`src/rtl/sdram_write.sv`:
```
// rtl/sdram_write.sv - SDRAM write master: sequential bank-0 fill in BL4 bursts, yields to refresh at burst ends
module sdram_write #(
    parameter int ROW_LAST = 1,
    parameter int T_RCD    = 2,
    parameter int T_RP     = 2
) (
    input  logic        sclk,
    input  logic        reset,
    input  logic        wr_trig,
    input  logic        wr_en,
    input  logic        ref_req,
    output logic        wr_req,
    output logic        flag_wr_end,
    output logic        wr_done,
    output logic        wr_busy,
    output logic [3:0]  wr_cmd,
    output logic [11:0] wr_addr,
    output logic [1:0]  bank_addr,
    output logic [15:0] wr_data,
    input  logic [15:0] wr_src_data,
    output logic        wr_src_rd
);

    localparam logic [3:0]  CMD_NOP  = 4'b0111;
    localparam logic [3:0]  CMD_ACT  = 4'b0011;
    localparam logic [3:0]  CMD_WR   = 4'b0100;
    localparam logic [3:0]  CMD_PRE  = 4'b0010;
    localparam logic [3:0]  RCD_LAST = 4'(T_RCD);
    localparam logic [3:0]  RP_LAST  = 4'(T_RP);
    localparam logic [11:0] ROW_END  = 12'(ROW_LAST);

    typedef enum logic [2:0] {
        S_IDLE,
        S_REQ,
        S_ACT,
        S_WR,
        S_PRE
    } state_t;

    state_t      state_q, state_d;
    logic [3:0]  cnt_q, cnt_d;
    logic [6:0]  col_q, col_d;
    logic [11:0] row_q, row_d;
    logic        last_q, last_d;
    logic [3:0]  cmd_q, cmd_d;
    logic [11:0] addr_q, addr_d;
    logic [15:0] data_q, data_d;
    logic        flag_q, flag_d;
    logic        done_q, done_d;

    always_ff @(posedge sclk) begin
        if (reset) begin
            state_q <= S_IDLE;
            cnt_q   <= 4'd0;
            col_q   <= 7'd0;
            row_q   <= 12'd0;
            last_q  <= 1'b0;
            cmd_q   <= CMD_NOP;
            addr_q  <= 12'd0;
            data_q  <= 16'd0;
            flag_q  <= 1'b0;
            done_q  <= 1'b0;
        end else begin
            state_q <= state_d;
            cnt_q   <= cnt_d;
            col_q   <= col_d;
            row_q   <= row_d;
            last_q  <= last_d;
            cmd_q   <= cmd_d;
            addr_q  <= addr_d;
            data_q  <= data_d;
            flag_q  <= flag_d;
            done_q  <= done_d;
        end
    end

    always_comb begin
        state_d   = state_q;
        cnt_d     = cnt_q;
        col_d     = col_q;
        row_d     = row_q;
        last_d    = last_q;
        cmd_d     = CMD_NOP;
        addr_d    = addr_q;
        data_d    = data_q;
        flag_d    = 1'b0;
        done_d    = 1'b0;
        wr_req    = 1'b0;
        wr_src_rd = 1'b0;
        case (state_q)
            S_IDLE: begin
                if (wr_trig) begin
                    state_d = S_REQ;
                end
            end
            S_REQ: begin
                wr_req = 1'b1;
                if (wr_en) begin
                    state_d = S_ACT;
                    cnt_d   = 4'd0;
                end
            end
            S_ACT: begin
                if (cnt_q == 4'd0) begin
                    cmd_d  = CMD_ACT;
                    addr_d = row_q;
                end
                if (cnt_q == RCD_LAST) begin
                    state_d = S_WR;
                    cnt_d   = 4'd0;
                end else begin
                    cnt_d = cnt_q + 4'd1;
                end
            end
            S_WR: begin
                wr_src_rd = 1'b1;
                data_d    = wr_src_data;
                if (cnt_q == 4'd0) begin
                    cmd_d  = CMD_WR;
                    addr_d = {3'b000, col_q, 2'b00};
                end
                if (cnt_q == 4'd3) begin
                    // Burst boundary: the only point where the fill may leave WR.
                    cnt_d = 4'd0;
                    if (col_q == 7'd127 && row_q == ROW_END) begin
                        state_d = S_PRE;
                        last_d  = 1'b1;
                    end else if (col_q == 7'd127) begin
                        state_d = S_PRE;
                        col_d   = 7'd0;
                        row_d   = row_q + 12'd1;
                    end else if (ref_req) begin
                        state_d = S_PRE;
                        col_d   = col_q + 7'd1;
                    end else begin
                        col_d = col_q + 7'd1;
                    end
                end else begin
                    cnt_d = cnt_q + 4'd1;
                end
            end
            S_PRE: begin
                if (cnt_q == 4'd0) begin
                    cmd_d  = CMD_PRE;
                    addr_d = 12'h400;
                end
                if (cnt_q == RP_LAST) begin
                    cnt_d = 4'd0;
                    if (last_q) begin
                        state_d = S_IDLE;
                        flag_d  = 1'b1;
                        done_d  = 1'b1;
                        col_d   = 7'd0;
                        row_d   = 12'd0;
                        last_d  = 1'b0;
                    end else if (ref_req) begin
                        state_d = S_REQ;
                        flag_d  = 1'b1;
                    end else begin
                        state_d = S_ACT;
                    end
                end else begin
                    cnt_d = cnt_q + 4'd1;
                end
            end
            default: begin
                state_d = S_IDLE;
            end
        endcase
    end

    assign wr_busy     = (state_q != S_IDLE);
    assign wr_cmd      = cmd_q;
    assign wr_addr     = addr_q;
    assign wr_data     = data_q;
    assign flag_wr_end = flag_q;
    assign wr_done     = done_q;
    assign bank_addr   = 2'b00;

endmodule

```
`config.mk`:
```
export PLATFORM = sky130hd
export DESIGN_NAME = sdram_write
export DESIGN_NICKNAME = d
export VERILOG_FILES = /design/src/rtl/sdram_write.sv
export SDC_FILE = /design/constraint.sdc
export NUM_CORES = 1
export LEC_CHECK = 0
export ABC_AREA = 1
export CORE_MARGIN = 4
export CORE_UTILIZATION = 53
export CTS_BUF_LIST = sky130_fd_sc_hd__clkbuf_2 sky130_fd_sc_hd__clkbuf_4 sky130_fd_sc_hd__clkbuf_8
export DETAILED_ROUTE_END_ITERATION = 8
export GPL_ROUTABILITY_DRIVEN = 0
export MAX_ROUTING_LAYER = met4
export PLACE_DENSITY = 0.82
export RECOVER_POWER = 50
export SLEW_MARGIN = 20
export SYNTH_ARGS = -nofsm -noshare
export SYNTH_HDL_FRONTEND = slang
export SYNTH_SLANG_ARGS = --single-unit
```
`constraint.sdc`:
```
create_clock -name sclk -period 2.4 [get_ports sclk]
set_clock_uncertainty 0.05 [all_clocks]
set_input_delay 0.24 -clock sclk [delete_from_list [all_inputs] [get_ports sclk]]
set_output_delay 0.24 -clock sclk [all_outputs]
set_load 0.05 [all_outputs]
```
==> results.sh <==
export IMPL_status="complete, no violations"
export IMPL_synth_avg_cell_area_um2=6.840
export IMPL_synthMuxAreaShare=0
export IMPL_wl_per_cell_um=13.05
export IMPL_area_delta_synth_final_pct=27.91
export IMPL_antenna_found_initial=0
export IMPL_clkSinkCount=60
export IMPL_rr_startpoint="col_q[0]"
export IMPL_netlist_top_cell_by_area="dfxtp_1"
export IMPL_portBuffers=56
export IMPL_grt_max_degree=34
export IMPL_core_area_mm2=0.005507
export IMPL_multi_input_area_mm2=0.001589
export IMPL_synth_top_family_by_area="simple AND/OR/NAND/NOR gates"
export IMPL_drv_slew=0
export IMPL_fin_ws_ns=0.2411
export IMPL_fill_cells=465
export IMPL_grt_pass1_vias=2834
export IMPL_hp_start="wr_addr[1]"
export IMPL_cap_violations=0
export IMPL_dieArea_mm2=0.006963
export IMPL_synthFlopType="dfxtp_1"
export IMPL_whs_ns=0.4126
export IMPL_clk_latency_ns=0.34
export IMPL_io_pins=60
export IMPL_synth_compound_area_share=0.1203
export IMPL_drtPass1Iterations=5
export IMPL_initial_core_util=0.5478
export IMPL_synth_xor_area_frac=0.008710
export IMPL_cts_clk_slew_worst_paths_ns=0.07
export IMPL_finalCriticalPeriod_ns=2.159
export IMPL_synthCells=441
export IMPL_rsz0062_at_grt="false"
export IMPL_max_slew_worst_pin_slew_ns=0.5795
export IMPL_synth_simple_area_share=0.3658
export IMPL_tns_ns=0
export IMPL_postCtsSetupBuffers=0
export IMPL_post_synth_top_count_cell="nand2_1"
export IMPL_ys_types=32
export IMPL_ys_seq_area_frac=0.3982
export IMPL_yosys_warnings=0
export IMPL_nets=526
export IMPL_synth_top_area_frac=0.3982
export IMPL_ys_async_sr_fraction=0
export IMPL_seqCellArea_mm2=0.001201
export IMPL_power_mw=3.815
export IMPL_diodes=0
export IMPL_syn_area_mm2=0.003017
export IMPL_setup_violations=0
export IMPL_reg2reg_to="row_q[7]"
export IMPL_layout_drive_gt1_share=0.08549
export IMPL_place_ws_ns=0.3306
export IMPL_critPathKind="reg2out"
export IMPL_place_inst=559
export IMPL_cts_buffer_depth=2
export IMPL_final_cells=575
export IMPL_grt_overflow=0
export IMPL_numCtsBuffers=9
export IMPL_synthTopCellsByCount="nand2_1, nor2_1, dfxtp_1"
export IMPL_vias_per_cell=5.202
export IMPL_rrSetupSlack_ns=0.34
export IMPL_cts_root_buf="clkbuf_8"
export IMPL_max_freq_mhz=463.2
export IMPL_die_x_um=83.45
export IMPL_drc=0
export IMPL_period_share=0.8995
export IMPL_die_y_um=83.45
export IMPL_worst_ep_arrival_time_ns=1.87
export IMPL_hold_viol_final=0
export IMPL_rows=27
export IMPL_cts_tree="built"
export IMPL_synth_edf_count=0
export IMPL_gr_usage_all_layers=0.2279
export IMPL_cp_required_ns=2.11
export IMPL_synth_area_leaders="dfxtp_1, nand2_1, nor2_1, o21ai_0, inv_1"
export IMPL_yosys_register_bits=60
export IMPL_slew_headroom=0.6122
export IMPL_postCtsHoldBufs=0
export IMPL_first_iter_violations=271
export IMPL_max_vdd_ir_drop_uv=736.3
export IMPL_synth_fa_ha_area_frac=0.02903
export IMPL_vias=2991
export IMPL_h_tree_depth=3
export IMPL_ant_nets=0
export IMPL_hold_depth=2
export IMPL_worstHoldEndpoint="wr_addr[1]"
export IMPL_wl_um=7502
export IMPL_cts_resized=0
export IMPL_dp_hpwl_um=5434
export IMPL_endpoint_kind="primary output"
export IMPL_cp_max_fo=7
export IMPL_startpoint_type="flip-flop"
export IMPL_hold_path_class="reg2reg"
export IMPL_grt_pass1_wl_um=12900
export IMPL_power_leakage_nw=1.637
export IMPL_reg2reg_depth=10
export IMPL_powerDensity_mw_per_mm2=988.6
## logic make-up after synthesis
| family | count (synthesis) |
|---|---|
| DFF | 60 |
| buffers and inverters | 57 |
| adders and majority gates | 7 |
| other | 1 |
| AOI/OAI and AO/OA | 68 |
| xor gates and xnor gates | 3 |
| and+or+nand+nor | 245 |
## per-layer routing
metal,share of wire,global-route usage
met5,0,-
met4,0.014,0.08626
met3,0.056,0.04365
met2,0.48,0.3761
met1,0.45,0.2768
## state kept, by name (all words and copies together) (netlist names)
| signal | flops |
|---|---|
| cnt_q | 4 |
| col_q | 7 |
| flag_wr_end | 1 |
| last_q | 1 |
| row_q | 12 |
| state_q | 3 |
| wr_addr | 12 |
| wr_cmd | 3 |
| wr_data | 16 |
| wr_done | 1 |
## metrics by stage
| step | cell area, um^2 | util |
|---|---|---|
| 2_1_floorplan | 3024 | - |
| 3_3_place_gp | 3641 | 0.6612 |
| 3_5_place_dp | 3641 | 0.6612 |
| 4_1_cts | 3861 | 0.7012 |
| 5_1_grt | 3859 | 0.7008 |
| 6_report | 3859 | 0.7008 |
## final cells by class
class,count,area share
flip-flops and latches,60,0.3113
clock inverters,6,0.02302
clock buffers,10,0.03405
inverters,40,0.03891
repair buffers,61,0.1576
multi-input cells,326,0.4118
well taps,72,0.02335
## critical path, cell delays in order (launching register included)
cell and delay [ns]:
dfxtp_1 0.48, nand3_1 0.16, inv_1 0.10, clkdlybuf4s50_1 0.80
## how the worst max path moves through the flow
stage	start	endpoint	slack, ns	depth (start not counted)
floorplan	col_q[0]	row_q[5]	0.72	10
global placement	col_q[0]	row_q[5]	0.43	10
detailed placement	state_q[0]	wr_addr[6]	0.33	7
CTS	state_q[0]	wr_req	0.21	3
global route	col_q[0]	row_q[5]	0.14	10
finish	state_q[0]	wr_req	0.24	3
## layout by cell type, fill, tap and decap left out, types with 4 or more instances in the layout
cell type         n
ha_1              7
inv_2             4
nand4_1          12
clkdlybuf4s50_1  30
nor3_1            6
o21ai_0          29
a21oi_1          24
nand3_1          22
nand2_1          98
buf_4             5
inv_1            35
dfxtp_1          60
dlygate4sd3_1    25
clkbuf_8          9
nor2_2            5
nor2_1           90
o22ai_1           7
## power by group
group	internal (mW)	switching, mW	total, mW
Combinational	0.467	1.07	1.54
Clock	0.596	0.412	1.01
Sequential	1.16	0.114	1.27
Total	2.22	1.60	3.81
No activity file was read; power rests on OpenSTA's default activity.
